`src/rtl/jtvigil_rom_pkg.sv`:
```
// Shared types and address/data helpers for the two-slot ROM reader.
// Word addresses count 16-bit SDRAM words.
package jtvigil_rom_pkg;

   typedef enum logic [1:0] {IDLE, REQ, WAIT, FILL} state_t;

   // Slot address -> 16-bit word address (before the bank offset is added).
   function automatic logic [21:0] sdram_word_addr(input logic [31:0] addr, input int dw);
      logic [21:0] w;
      case (dw)
         8:       w = 22'(addr >> 1);
         16:      w = 22'(addr);
         default: w = 22'(addr << 1);
      endcase
      return w;
   endfunction

   // Reduce a cached 32-bit entry to slot width; lsb picks the byte for 8-bit slots.
   function automatic logic [31:0] byte_select(input logic [31:0] data, input logic lsb, input int dw);
      logic [31:0] d;
      case (dw)
         8:       d = {24'd0, lsb ? data[15:8] : data[7:0]};
         16:      d = {16'd0, data[15:0]};
         default: d = data;
      endcase
      return d;
   endfunction

endpackage

```
`src/rtl/jtvigil_rom_cache_entry.sv`:
```
// One-entry read cache for a ROM slot: tag/valid/data storage, hit detect,
// and the registered ok/dout pair seen by the client.
module jtvigil_rom_cache_entry
   import jtvigil_rom_pkg::*;
#(
   parameter int DW = 8,
   parameter int AW = 16
) (
   input  logic          clk,
   input  logic          rst_n,
   input  logic          cs,
   input  logic [AW-1:0] addr,
   input  logic          fill,
   input  logic [AW-1:0] fill_tag,
   input  logic [31:0]   fill_data,
   output logic [DW-1:0] dout,
   output logic          ok,
   output logic          miss
);

   logic          valid;
   logic [AW-1:0] tag;
   logic [31:0]   data;
   logic [31:0]   sel;
   logic          hit;

   // The full slot address is the tag, so byte lanes of one word are distinct entries.
   assign hit  = cs & valid & (tag == addr);
   assign miss = cs & ~hit;
   assign sel  = byte_select(data, addr[0], DW);

   always_ff @(posedge clk) begin
      if (!rst_n) begin
         valid <= 1'b0;
         tag   <= '0;
         data  <= '0;
         ok    <= 1'b0;
         dout  <= '0;
      end else begin
         if (fill) begin
            valid <= 1'b1;
            tag   <= fill_tag;
            data  <= fill_data;
         end
         ok <= hit;
         if (hit) dout <= DW'(sel);
      end
   end

endmodule

```
`src/rtl/jtvigil_rom_2slot_arb.sv`:
```
// Two-client ROM reader for one SDRAM bank: per-slot cache, round-robin miss
// arbitration, single-request SDRAM read and 16-bit word assembly.
module jtvigil_rom_2slot_arb
   import jtvigil_rom_pkg::*;
#(
   parameter int          SLOT0_DW     = 8,
   parameter int          SLOT0_AW     = 16,
   parameter int          SLOT1_DW     = 8,
   parameter int          SLOT1_AW     = 16,
   parameter logic [21:0] SLOT0_OFFSET = 22'd0,
   parameter logic [21:0] SLOT1_OFFSET = 22'd0
) (
   input  logic                clk,
   input  logic                rst_n,
   input  logic                slot0_cs,
   input  logic [SLOT0_AW-1:0] slot0_addr,
   output logic [SLOT0_DW-1:0] slot0_dout,
   output logic                slot0_ok,
   input  logic                slot1_cs,
   input  logic [SLOT1_AW-1:0] slot1_addr,
   output logic [SLOT1_DW-1:0] slot1_dout,
   output logic                slot1_ok,
   output logic                sdram_req,
   output logic [21:0]         sdram_addr,
   input  logic                sdram_ack,
   input  logic                data_dst,
   input  logic                data_rdy,
   input  logic [15:0]         data_read
);

   state_t      state, state_nx;
   logic        miss0, miss1;
   logic        ptr, slot, grant, issue, fill;
   logic [21:0] waddr0, waddr1;
   logic [31:0] tag_l;
   logic [15:0] w0, w1, w0_nx, w1_nx;
   logic        wcnt;

   assign waddr0 = sdram_word_addr(32'(slot0_addr), SLOT0_DW) + SLOT0_OFFSET;
   assign waddr1 = sdram_word_addr(32'(slot1_addr), SLOT1_DW) + SLOT1_OFFSET;

   // Fill data includes a word arriving in the same cycle as data_rdy.
   assign w0_nx = (data_dst && !wcnt) ? data_read : w0;
   assign w1_nx = (data_dst &&  wcnt) ? data_read : w1;

   always_comb begin
      state_nx = state;
      issue    = 1'b0;
      fill     = 1'b0;
      grant    = ptr;
      case (state)
         IDLE: if (miss0 || miss1) begin
            issue    = 1'b1;
            grant    = (miss0 && miss1) ? ptr : miss1;
            state_nx = REQ;
         end
         REQ:  if (sdram_ack) state_nx = WAIT;
         WAIT: if (data_rdy) begin
            fill     = 1'b1;
            state_nx = FILL;
         end
         FILL: state_nx = IDLE;
         default: state_nx = IDLE;
      endcase
   end

   always_ff @(posedge clk) begin
      if (!rst_n) begin
         state      <= IDLE;
         ptr        <= 1'b0;
         slot       <= 1'b0;
         tag_l      <= '0;
         sdram_req  <= 1'b0;
         sdram_addr <= '0;
         w0         <= '0;
         w1         <= '0;
         wcnt       <= 1'b0;
      end else begin
         state <= state_nx;
         if (issue) begin
            slot       <= grant;
            ptr        <= ~grant;
            tag_l      <= grant ? 32'(slot1_addr) : 32'(slot0_addr);
            sdram_req  <= 1'b1;
            sdram_addr <= grant ? waddr1 : waddr0;
            w0         <= '0;
            w1         <= '0;
            wcnt       <= 1'b0;
         end
         if (state == REQ && sdram_ack) sdram_req <= 1'b0;
         if (state == WAIT && data_dst) begin
            w0   <= w0_nx;
            w1   <= w1_nx;
            wcnt <= 1'b1;
         end
      end
   end

   jtvigil_rom_cache_entry #(.DW(SLOT0_DW), .AW(SLOT0_AW)) u_entry0 (
      .clk       (clk),
      .rst_n     (rst_n),
      .cs        (slot0_cs),
      .addr      (slot0_addr),
      .fill      (fill & ~slot),
      .fill_tag  (SLOT0_AW'(tag_l)),
      .fill_data ({w1_nx, w0_nx}),
      .dout      (slot0_dout),
      .ok        (slot0_ok),
      .miss      (miss0)
   );

   jtvigil_rom_cache_entry #(.DW(SLOT1_DW), .AW(SLOT1_AW)) u_entry1 (
      .clk       (clk),
      .rst_n     (rst_n),
      .cs        (slot1_cs),
      .addr      (slot1_addr),
      .fill      (fill & slot),
      .fill_tag  (SLOT1_AW'(tag_l)),
      .fill_data ({w1_nx, w0_nx}),
      .dout      (slot1_dout),
      .ok        (slot1_ok),
      .miss      (miss1)
   );

endmodule

```
`config.mk`:
```
export PLATFORM = sky130hd
export DESIGN_NAME = jtvigil_rom_2slot_arb
export DESIGN_NICKNAME = d
export VERILOG_FILES = /design/src/rtl/jtvigil_rom_pkg.sv /design/src/rtl/jtvigil_rom_cache_entry.sv /design/src/rtl/jtvigil_rom_2slot_arb.sv
export SDC_FILE = /design/constraint.sdc
export NUM_CORES = 1
export LEC_CHECK = 0
export ABC_AREA = 1
export CORE_MARGIN = 3
export CORE_UTILIZATION = 25
export CTS_CLUSTER_DIAMETER = 30
export DETAILED_ROUTE_END_ITERATION = 8
export SYNTH_ARGS = -nofsm -noshare
export SYNTH_HDL_FRONTEND = slang
export SYNTH_SLANG_ARGS = --single-unit
export TNS_END_PERCENT = 30
```
`constraint.sdc`:
```
create_clock -name clk -period 1.75 [get_ports clk]
set_input_delay 0.4375 -clock clk [delete_from_list [all_inputs] [get_ports clk]]
set_output_delay 0.4375 -clock clk [all_outputs]
set_load 0.05 [all_outputs]
```
### After elaboration in Yosys (flattened, before gate mapping)

Index checks and enable logic that the tools add are counted.

| operators by class | value |
|---|---|
| reduce and logical (&&, ||, !) cells | 10 |
| bitwise gates (word level) | 13 |
| multiplexer cells | 20 |
| equal/unequal tests | 8 |

Operators with widths:

| operator | number |
|---|---|
| two-way mux 16 bit | 4 |
| equality test 16 bit | 2 |
| two-way mux 8 bit | 2 |
| two-way mux 15 bit | 1 |
| two-way mux 1 bit | 9 |
| AND 1 bit | 8 |
| one-hot mux 2 bit (4 select lines) | 1 |
| two-way mux 2 bit | 3 |
| != test 2 bit (second input constant) | 3 |
| inverter 1 bit | 5 |
| equality test 2 bit (second input constant) | 2 |
| logical AND 1 bit | 4 |
| AND reduction 3 bit | 1 |
| equality test 2 x 1 -> 1 bit (second input constant) | 1 |
| zero test 2 bit | 1 |
| nonzero test 2 bit | 1 |
| OR reduction 2 bit | 1 |
| zero test 1 bit | 1 |
| logical OR 1 bit | 1 |

| storage, ports and cells | value |
|---|---|
| logic and storage cells | 69 |
| input bits | 55 |
| flip-flop bits (word level) | 144 |
| output and inout bits | 41 |

### Longest topological paths before layout

Gate-level depths: netlist of the first run.

| logic depth | value |
|---|---|
| depth after elaboration | 9 |
| gate-level depth with buffers | 16 |
| mapped depth without buffers | 15 |

### By module

Synthesis of the first run repeated with hierarchy kept, for this count alone.

| second synthesis, totals | value |
|---|---|
| cell total of the unflattened synthesis | 1078 |
| area total of the unflattened synthesis | 7259.5 um2 |

By module, submodules not included:

| module | cells an instance | instances | area an instance (um2) | sequential area each (um2) |
|---|---|---|---|---|
| jtvigil_rom_cache_entry | 310 | 2 | 2023.2 | 840.8 |
| jtvigil_rom_2slot_arb | 458 | 1 | 3213.1 | 1081.0 |

### Worst setup path before layout of the first run

OpenSTA, ideal clock, no wires.

| path | value |
|---|---|
| path kind | input to register |
| start | input port slot1_addr[0] |
| end | register tag_l[10] |
| arrival time | 1.746 ns |
| stages | 16 |
| setup slack | -0.105 ns |
| buffers on the path | 2 |
| setup time | 0.109 ns |
| required time | 1.641 ns |
| cell sequence | buf_4 -> nand2_1 -> nand2_1 -> nor2_1 -> nand2_1 -> nor2_2 -> nand3_4 -> nand2_2 -> nand2_1 -> nand2_4 -> nand2_8 -> buf_8 -> nand2_1 -> nand3_1 -> nand2_1 -> inv_1 |

| on the way | value |
|---|---|
| cells in the longest elaborated chain, start to end | 9 |
| elaborated cells on any way between the ends | 12 |
| classes of those cells | eq/ne (1); mux (6); bitwise (3); reduce/logical (2) |

RTL lines:

| what | RTL line | source |
|---|---|---|
| start, declared | jtvigil_rom_2slot_arb.sv:20 | `input logic [SLOT1_AW-1:0] slot1_addr,` |
| equality test 16 bit (*) | jtvigil_rom_cache_entry.sv:28 | `assign hit = cs & valid & (tag == addr);` |
| AND 1 bit (*) | jtvigil_rom_cache_entry.sv:28 |  |
| inverter 1 bit (*) | jtvigil_rom_cache_entry.sv:29 | `assign miss = cs & ~hit;` |
| AND 1 bit (*) | jtvigil_rom_cache_entry.sv:29 |  |
| logical AND 1 bit | jtvigil_rom_2slot_arb.sv:54 | `grant = (miss0 && miss1) ? ptr : miss1;` |
| two-way mux 1 bit | jtvigil_rom_2slot_arb.sv:54 |  |
| two-way mux 1 bit | jtvigil_rom_2slot_arb.sv:52 | `IDLE: if (miss0 \|\| miss1) begin` |
| two-way mux 1 bit | jtvigil_rom_2slot_arb.sv:51 | `case (state)` |
| two-way mux 16 bit | jtvigil_rom_2slot_arb.sv:83 | `tag_l <= grant ? 32'(slot1_addr) : 32'(slot0_addr);` |
| end signal, assigned | jtvigil_rom_2slot_arb.sv:83 |  |
| end, declared | jtvigil_rom_2slot_arb.sv:35 | `logic [31:0] tag_l;` |

Every way passes the cells marked *; elsewhere a longest branch is shown, timed or not.
A chain may end at the register's enable or synchronous reset.

### Final worst setup path of the first run

| path | value |
|---|---|
| start | input port slot0_addr[10] |
| end | register tag_l[5] |

| on the way | value |
|---|---|
| cells in the longest elaborated chain, start to end | 9 |
| elaborated cells on any way between the ends | 12 |
| classes of those cells | eq/ne (1); mux (6); bitwise (3); reduce/logical (2) |

RTL lines:

| what | RTL line | source |
|---|---|---|
| start, declared | jtvigil_rom_2slot_arb.sv:16 | `input logic [SLOT0_AW-1:0] slot0_addr,` |
| equality test 16 bit (*) | jtvigil_rom_cache_entry.sv:28 |  |
| AND 1 bit (*) | jtvigil_rom_cache_entry.sv:28 |  |
| inverter 1 bit (*) | jtvigil_rom_cache_entry.sv:29 |  |
| AND 1 bit (*) | jtvigil_rom_cache_entry.sv:29 |  |
| logical AND 1 bit | jtvigil_rom_2slot_arb.sv:54 |  |
| two-way mux 1 bit | jtvigil_rom_2slot_arb.sv:54 |  |
| two-way mux 1 bit | jtvigil_rom_2slot_arb.sv:52 |  |
| two-way mux 1 bit | jtvigil_rom_2slot_arb.sv:51 |  |
| two-way mux 16 bit | jtvigil_rom_2slot_arb.sv:83 |  |

Marks and branches as above.

==> results of run 1 <==
cell usage after synthesis (all sizes together):
master / count / share of area
dlygate4sd1: 1 / 0.0015
o21ai: 86 / 0.072
buf: 34 / 0.045
nand3b: 1 / 0.0013
dfxtp: 122 / 0.41
a211oi: 16 / 0.020
a21oi: 100 / 0.086
inv: 153 / 0.097
a21boi: 1 / 0.0013
nand3: 56 / 0.051
o22ai: 1 / 0.0010
nor2: 43 / 0.028
or2: 11 / 0.011
o211ai: 1 / 0.0013
nand4: 3 / 0.0031
ha: 4 / 0.0084
nor3: 2 / 0.0017
mux2i: 8 / 0.013
nor3b: 1 / 0.0013
clkbuf: 28 / 0.018
nand2: 179 / 0.12
conb: 1 / 0.00063
xnor2: 6 / 0.0088
o2111ai: 1 / 0.0015
nor4: 1 / 0.0010
metal layers:
| layer | global-route usage | vias to the layer above |
|---|---|---|
| met1 | 0.174 | 2806 |
| met5 | 0 | - |
| met4 | 0.0356 | 0 |
| met2 | 0.246 | 159 |
| li1 | - | 3036 |
| met3 | 0.0304 | 20 |
worst min-delay path: stages, from the launching register on:
cell and delay, ns:
dfxtp_1 0.31, inv_1 0.05, a21oi_1 0.05
final cells by class:
type                       count  area [sq um]  share of cell area
timing repair buffer         198          1900               0.209
sequential                   122          2450               0.270
inverter                     153           587              0.0647
tap                          319           399              0.0440
antenna                        1          2.50            0.000276
multi-input combinational    532          3090               0.341
clock inverter                14           219              0.0241
clock buffer                  17           425              0.0469
power by group:
part | internal (mW) | switching, mW
clock | 2.53 | 1.39
combinational | 2.03 | 2.82
sequential | 3.21 | 0.397
total | 7.77 | 4.60
cells by family after synthesis:
kind of cell               Yosys count  synth area share
and+or+nand+nor                    297             0.217
buffers and inverters              216             0.161
AOI/OAI and AO/OA                  206             0.183
DFF                                122             0.408
muxes                                8            0.0134
xor gates and xnor gates             6           0.00877
adders and majority gates            4           0.00835
other                                1          0.000626
state kept, by name (all words and copies together), names as in the netlist, 2 cells and up:
signal / count
u_entry1.data: 16
u_entry0.tag: 16
u_entry1.tag: 16
u_entry0.data: 16
tag_l: 16
state: 2
u_entry0.dout: 8
w0: 16
u_entry1.dout: 8
through the flow:
stage / TNS [ns] / hold slack [ns] / power (mW)
global route: -7.65 / 0.472 / 13.0
global placement: -38.07 / 0.439 / 7.53
CTS: -0.0346 / 0.451 / 11.7
floorplan: -0.922 / 0.430 / 6.12
finish: -2.91 / 0.448 / 12.4
detailed placement: -39.19 / 0.442 / 7.56
path summary, 6_finish.rpt:
check	startpoint	to	slack (ns)	cells after the start
worst max-delay path	slot0_addr[10]	tag_l[5]$_SDFFE_PN0P_	-0.17	14
worst min register to register	u_entry0.dout[5]$_SDFFE_PN0P_	u_entry0.dout[5]$_SDFFE_PN0P_	0.45	2
worst min-delay path	u_entry0.dout[5]$_SDFFE_PN0P_	u_entry0.dout[5]$_SDFFE_PN0P_	0.45	2
worst max register to register	u_entry0.tag[10]$_SDFFE_PN0P_	tag_l[5]$_SDFFE_PN0P_	-0.16	13
timing repair:
item,in CTS,in global routing
gates cloned,1,5
endpoints found under the setup margin,54,64
gates resized for setup,71,105
pin swaps,23,26
buffers inserted,12,5
==> reports/qor.csv, run 1 <==
metric,value,unit
Worst Path Arrival,2.28,ns
P_leak,4.10,nW
ratio of cells with drive above 1 in the final layout,0.293,
count of unique library cells instantiated by Yosys,40,
post-CTS clock slew at the launch and capture registers of the worst setup and hold paths,0.06,ns
post-DP HPWL,13.0,mm
"most common cell after layout, fill and taps aside",nand2_1,
aggregate global routing overflow,0,
number of buffers added on ports,88,
maximum net fanout on the critical path,8,
met3 WL,987,microns
cells along the critical path,"dlygate4sd2_1, xnor2_2, nand2_1, nor2_2, buf_6, nand3_4, a21oi_4, buf_12, nand2_8, nand2_8, nand2_1, nand3_1, nand2_1, inv_1",
top layer reached by signal wires,met4,
FP Rows,56,
maximum buffer depth of the clock tree,2,
ratio of routed vias to standard cells,4.44,
CP Capture Type,register,
total via count after detailed routing,6021,
worst IR drop on VDD,0.842,mV
WL met2,9.58,mm
pin count of the biggest net entering global routing,41,
max-slew violation count,0,
number of global-route vias before repair,5672,
status,"finished, violations left",
syn avg cell area,6.97,sq um
class of the tightest hold or removal check,register to register,
violated checks,negative setup slack,
TritonCTS clock tree,built,
minimum setup slack in the final design,-0.167,ns
peak per-stage delay on the critical path,0.29,ns
"Worst Path Class, Setup",input port to register,
final antenna-violating net count,0,
sequential element share of the synthesized area,0.408,
number of maximum-capacitance constraint violations,0,
total of warnings raised by yosys,0,
minimum setup slack after placement,-0.709,ns
initial standard-cell utilization of the core,0.254,
Layout Cells excl Fill,1356,
nature of the critical path startpoint,input port,
crit path time final,1.92,ns
Power per Cell Area,1360,nW/um^2
die width,161,microns
cell type with the highest occurrence count on the critical path,nand2_1,
number of design-rule violations left by the first detailed-router iteration,336,
final design instance area without fill,9070,sq um
number of cells produced by synthesis,860,
count of hold-fix buffers inserted at cts,0,
number of placed cells counting well taps,1306,
root buf cell,clkbuf_16,
number of antenna violations at the first check in global routing,0,
Final Setup Violations,32,
Max H-tree Level,4,
highest-count cells in the layout ignoring fill and taps,"nand2_1 (147), inv_1 (142), buf_4 (113), dfxtp_1 (113), a21oi_1 (85)",
placeable core region,23500,sq um
die extent in y,161,microns
global-route wire length before repair,29.0,mm
number of DRC violations after detailed routing,0,
cell with the largest stage delay on the worst path,dlygate4sd2_1,
"CP delay by family, top",simple AND/OR/NAND/NOR gates,
Buffers & Inverters on Critical Path,4,
Post-DP Area,7800,sq um
final hold viol count,0,
total of flip-flops plus latches after synthesis,122,
unrepaired setup endpoints after global routing,true,
Area Overhead vs Synth,51.4,%
sum of routed wire length over all layers,19.2,mm
final core utilization,0.385,
routability cong.,0.780,
overall track demand over capacity in global routing,0.140,
Fmax,522,MHz
I/O pin total,96,
source-to-sink clock delay at the later pin of the worst-skew pair,0.42,ns
Final period util,1.10,
Filler cells,2370,
CTS buffer count,17,
synthesized cell area,5990,sq um
Die Outline Area,25900,sq um
NumNets Final,1083,
data required time at the worst endpoint,2.12,ns
Final Skew,0.00977,ns
number of clock sinks seen by CTS,122,
post-route met1 wirelength,8.37,mm
number of optimization iterations in the first detailed-route pass,4,
Wirelength per Cell,14.1,microns
No activity file was read; power rests on OpenSTA's default activity.
==> run 2: changes to the inputs <==
--- a/config.mk
+++ b/config.mk
@@ -6,7 +6,7 @@
 export NUM_CORES = 1
 export LEC_CHECK = 0
 export ABC_AREA = 1
-export CORE_MARGIN = 3
+export CORE_MARGIN = 2
 export CORE_UTILIZATION = 25
 export CTS_CLUSTER_DIAMETER = 30
 export DETAILED_ROUTE_END_ITERATION = 8
==> run 2 against run 1 <==
Compared with the run above: the flow still finishes with violations (negative setup slack); final cell count is the same; final area shrank 2.6%; combinational power shrank 7.2%; critical endpoint is now tag_l[11]$_SDFFE_PN0P_; largest cell class unchanged; largest power group unchanged.
==> reports/qor.csv, run 2 (same netlist as run 1, synthesis figures left out) <==
metric,value,unit,change
number of DRC violations after detailed routing,0,,unchanged
die width,159,microns,-1.2%
number of design-rule violations left by the first detailed-router iteration,353,,+5.1%
root buf cell,clkbuf_16,,
pin count of the biggest net entering global routing,46,,+12%
Area Overhead vs Synth,47.4,%,
endpoint of the worst hold-timing path,u_entry0.valid$_SDFFE_PN0P_,,
aggregate global routing overflow,0,,unchanged
CP Capture Type,register,,
Die Outline Area,25200,sq um,-2.5%
Global Route met2 Usage,0.247,,+0.000862
number of optimization iterations in the first detailed-route pass,5,,+1
setup slack of the worst register-to-register path,-0.11,ns,+0.05 ns
ratio of routed vias to standard cells,4.38,,-1.4%
global-route wire length before repair,29.0,mm,about the same
class of the tightest hold or removal check,input port to register,,
number of global-route vias before repair,5646,,-0.46%
post-CTS clock slew at the launch and capture registers of the worst setup and hold paths,0.06,ns,about the same
total power,11.9,mW,-3.5%
Worst Path Arrival,2.19,ns,-0.09 ns
Final Setup Violations,19,,-41%
max-slew violation count,0,,unchanged
initial standard-cell utilization of the core,0.255,,+0.000760
placeable core region,23500,sq um,-0.30%
ratio of cells with drive above 1 in the final layout,0.258,,-0.0350
number of maximum-capacitance constraint violations,0,,unchanged
Max H-tree Level,4,,unchanged
number of diodes,0,,-1
crit path time final,1.87,ns,-0.0486 ns
Filler cells,2440,,+3.0%
R2R Path End,tag_l[11]$_SDFFE_PN0P_,,
sum of routed wire length over all layers,18.3,mm,-4.6%
Final period util,1.07,,-0.0278
final hold viol count,0,,unchanged
CTS buffer count,17,,unchanged
FP Rows,56,,unchanged
Layout Cells excl Fill,1356,,unchanged
violated checks,negative setup slack,,
die extent in y,159,microns,-1.2%
most used routing layer in global routing,met2,,
number of antenna violations at the first check in global routing,0,,unchanged
minimum setup slack in the final design,-0.118,ns,+0.0486 ns
routability cong.,0.818,,+4.9%
data required time at the worst endpoint,2.07,ns,-0.05 ns
met1 GRT Util,0.183,,+0.00833
number of buffers added on ports,88,,unchanged
overall track demand over capacity in global routing,0.146,,+0.00587
first element of the critical path,slot0_addr[1],,
"most common cell after layout, fill and taps aside",nand2_1,,
Wirelength per Cell,13.5,microns,-4.6%
number of placed cells counting well taps,1307,,+0.077%
worst IR drop on VDD,0.828,mV,-1.6%
number of clock sinks seen by CTS,122,,unchanged
status,"finished, violations left",,
Final Skew,0.00656,ns,-0.00321 ns
highest-count cells in the layout ignoring fill and taps,"nand2_1 (161), inv_1 (145), buf_4 (120)",,
post-DP HPWL,12.8,mm,-1.6%
worst reg2reg path depth,13,,unchanged
total via count after detailed routing,5939,,-1.4%
minimum setup slack after placement,-0.731,ns,-0.0218 ns
P_leak,4.06,nW,-0.81%
I/O pin total,96,,unchanged
maximum net fanout on the critical path,5,,-3
maximum buffer depth of the clock tree,2,,unchanged
NumNets Final,1083,,unchanged
unrepaired setup endpoints after global routing,true,,
source-to-sink clock delay at the later pin of the worst-skew pair,0.42,ns,about the same
number of cells on the worst hold path,3,,+1
Power per Cell Area,1350,nW/um^2,-0.92%
nature of the critical path startpoint,input port,,
critical register-to-register path startpoint,u_entry0.tag[15]$_SDFFE_PN0P_,,
"Worst Path Class, Setup",input port to register,,
TritonCTS clock tree,built,,
worst hold path startpoint,rst_n,,
fraction of met3 tracks used by global routing,0.0355,,+0.00509
final antenna-violating net count,0,,unchanged
count of hold-fix buffers inserted at cts,0,,unchanged
Fmax,535,MHz,+2.6%
-- run 2: cell types whose count changed in the layout (fill, tap and decap cells not counted), sizes merged --
cell,change
diode,-1
dlygate4sd2,+1
clkinvlp,-1
clkbuf,-1
nand2,-2
buf,+2
clkinv,+2
-- run 2: layout make-up --
cell class                 count  area, sq um  share of cell area
sequential                   122         2450               0.278
tap                          319          399              0.0452
timing repair buffer         200         1870               0.212
clock buffer                  17          425              0.0482
clock inverter                15          221              0.0251
inverter                     153          587              0.0664
multi-input combinational    530         2880               0.326
-- run 2: power by group --
group	internal, mW	switching (mW)	leakage (nW)	total [mW]
logic	1.89	2.60	2.75	4.50
registers	3.21	0.355	0.995	3.56
clock network	2.53	1.35	0.318	3.88
-- run 2: how the worst max path moves through the flow --
stage	end	cells past startpoint
floorplan	ptr$_SDFFE_PN0P_	15
global placement	tag_l[7]$_SDFFE_PN0P_	15
detailed placement	tag_l[2]$_SDFFE_PN0P_	15
CTS	tag_l[7]$_SDFFE_PN0P_	14
global route	tag_l[9]$_SDFFE_PN0P_	15
finish	tag_l[11]$_SDFFE_PN0P_	16
-- run 2: worst max-delay path, cell delays in order --
cell,delay (ns)
dlygate4sd2_1,0.30
inv_1,0.06
nand2_1,0.07
nand2_1,0.05
nor2_1,0.12
nand2_1,0.08
nor2_2,0.12
nand3_4,0.12
a21oi_4,0.20
nand2_4,0.11
buf_12,0.15
buf_12,0.13
nand3_2,0.05
nand3_1,0.07
nand2_1,0.06
inv_1,0.03
-- run 2: metal layers --
metal / part of all wire / routed length (microns) / up-vias
met2: 0.49 / 8970 / 158
li1: - / - / 3036
met5: 0 / 0 / -
met4: 0.015 / 276 / 0
met3: 0.048 / 883 / 23
met1: 0.45 / 8140 / 2722
-- run 2: what timing repair did --
item | in CTS | in global routing
pin swaps | 13 | 18
gates resized for setup | 71 | 47
buffers inserted | 10 | 4
endpoints found under the hold margin | 0 | 0
gates cloned | 4 | 0
endpoints found under the setup margin | 53 | 56
-- run 2: stage by stage --
step / instance area [sq um] / utilization / TNS [ns] / hold slack (ns)
6_report: 8830 / 0.376 / -1.41 / 0.345
5_1_grt: 8830 / 0.376 / -5.20 / 0.364
4_1_cts: 8670 / 0.369 / -1.31 / 0.335
3_5_place_dp: 7760 / 0.330 / -38.80 / 0.440
3_3_place_gp: 7760 / 0.330 / -38.54 / 0.437
2_1_floorplan: 6040 / - / -0.922 / 0.430
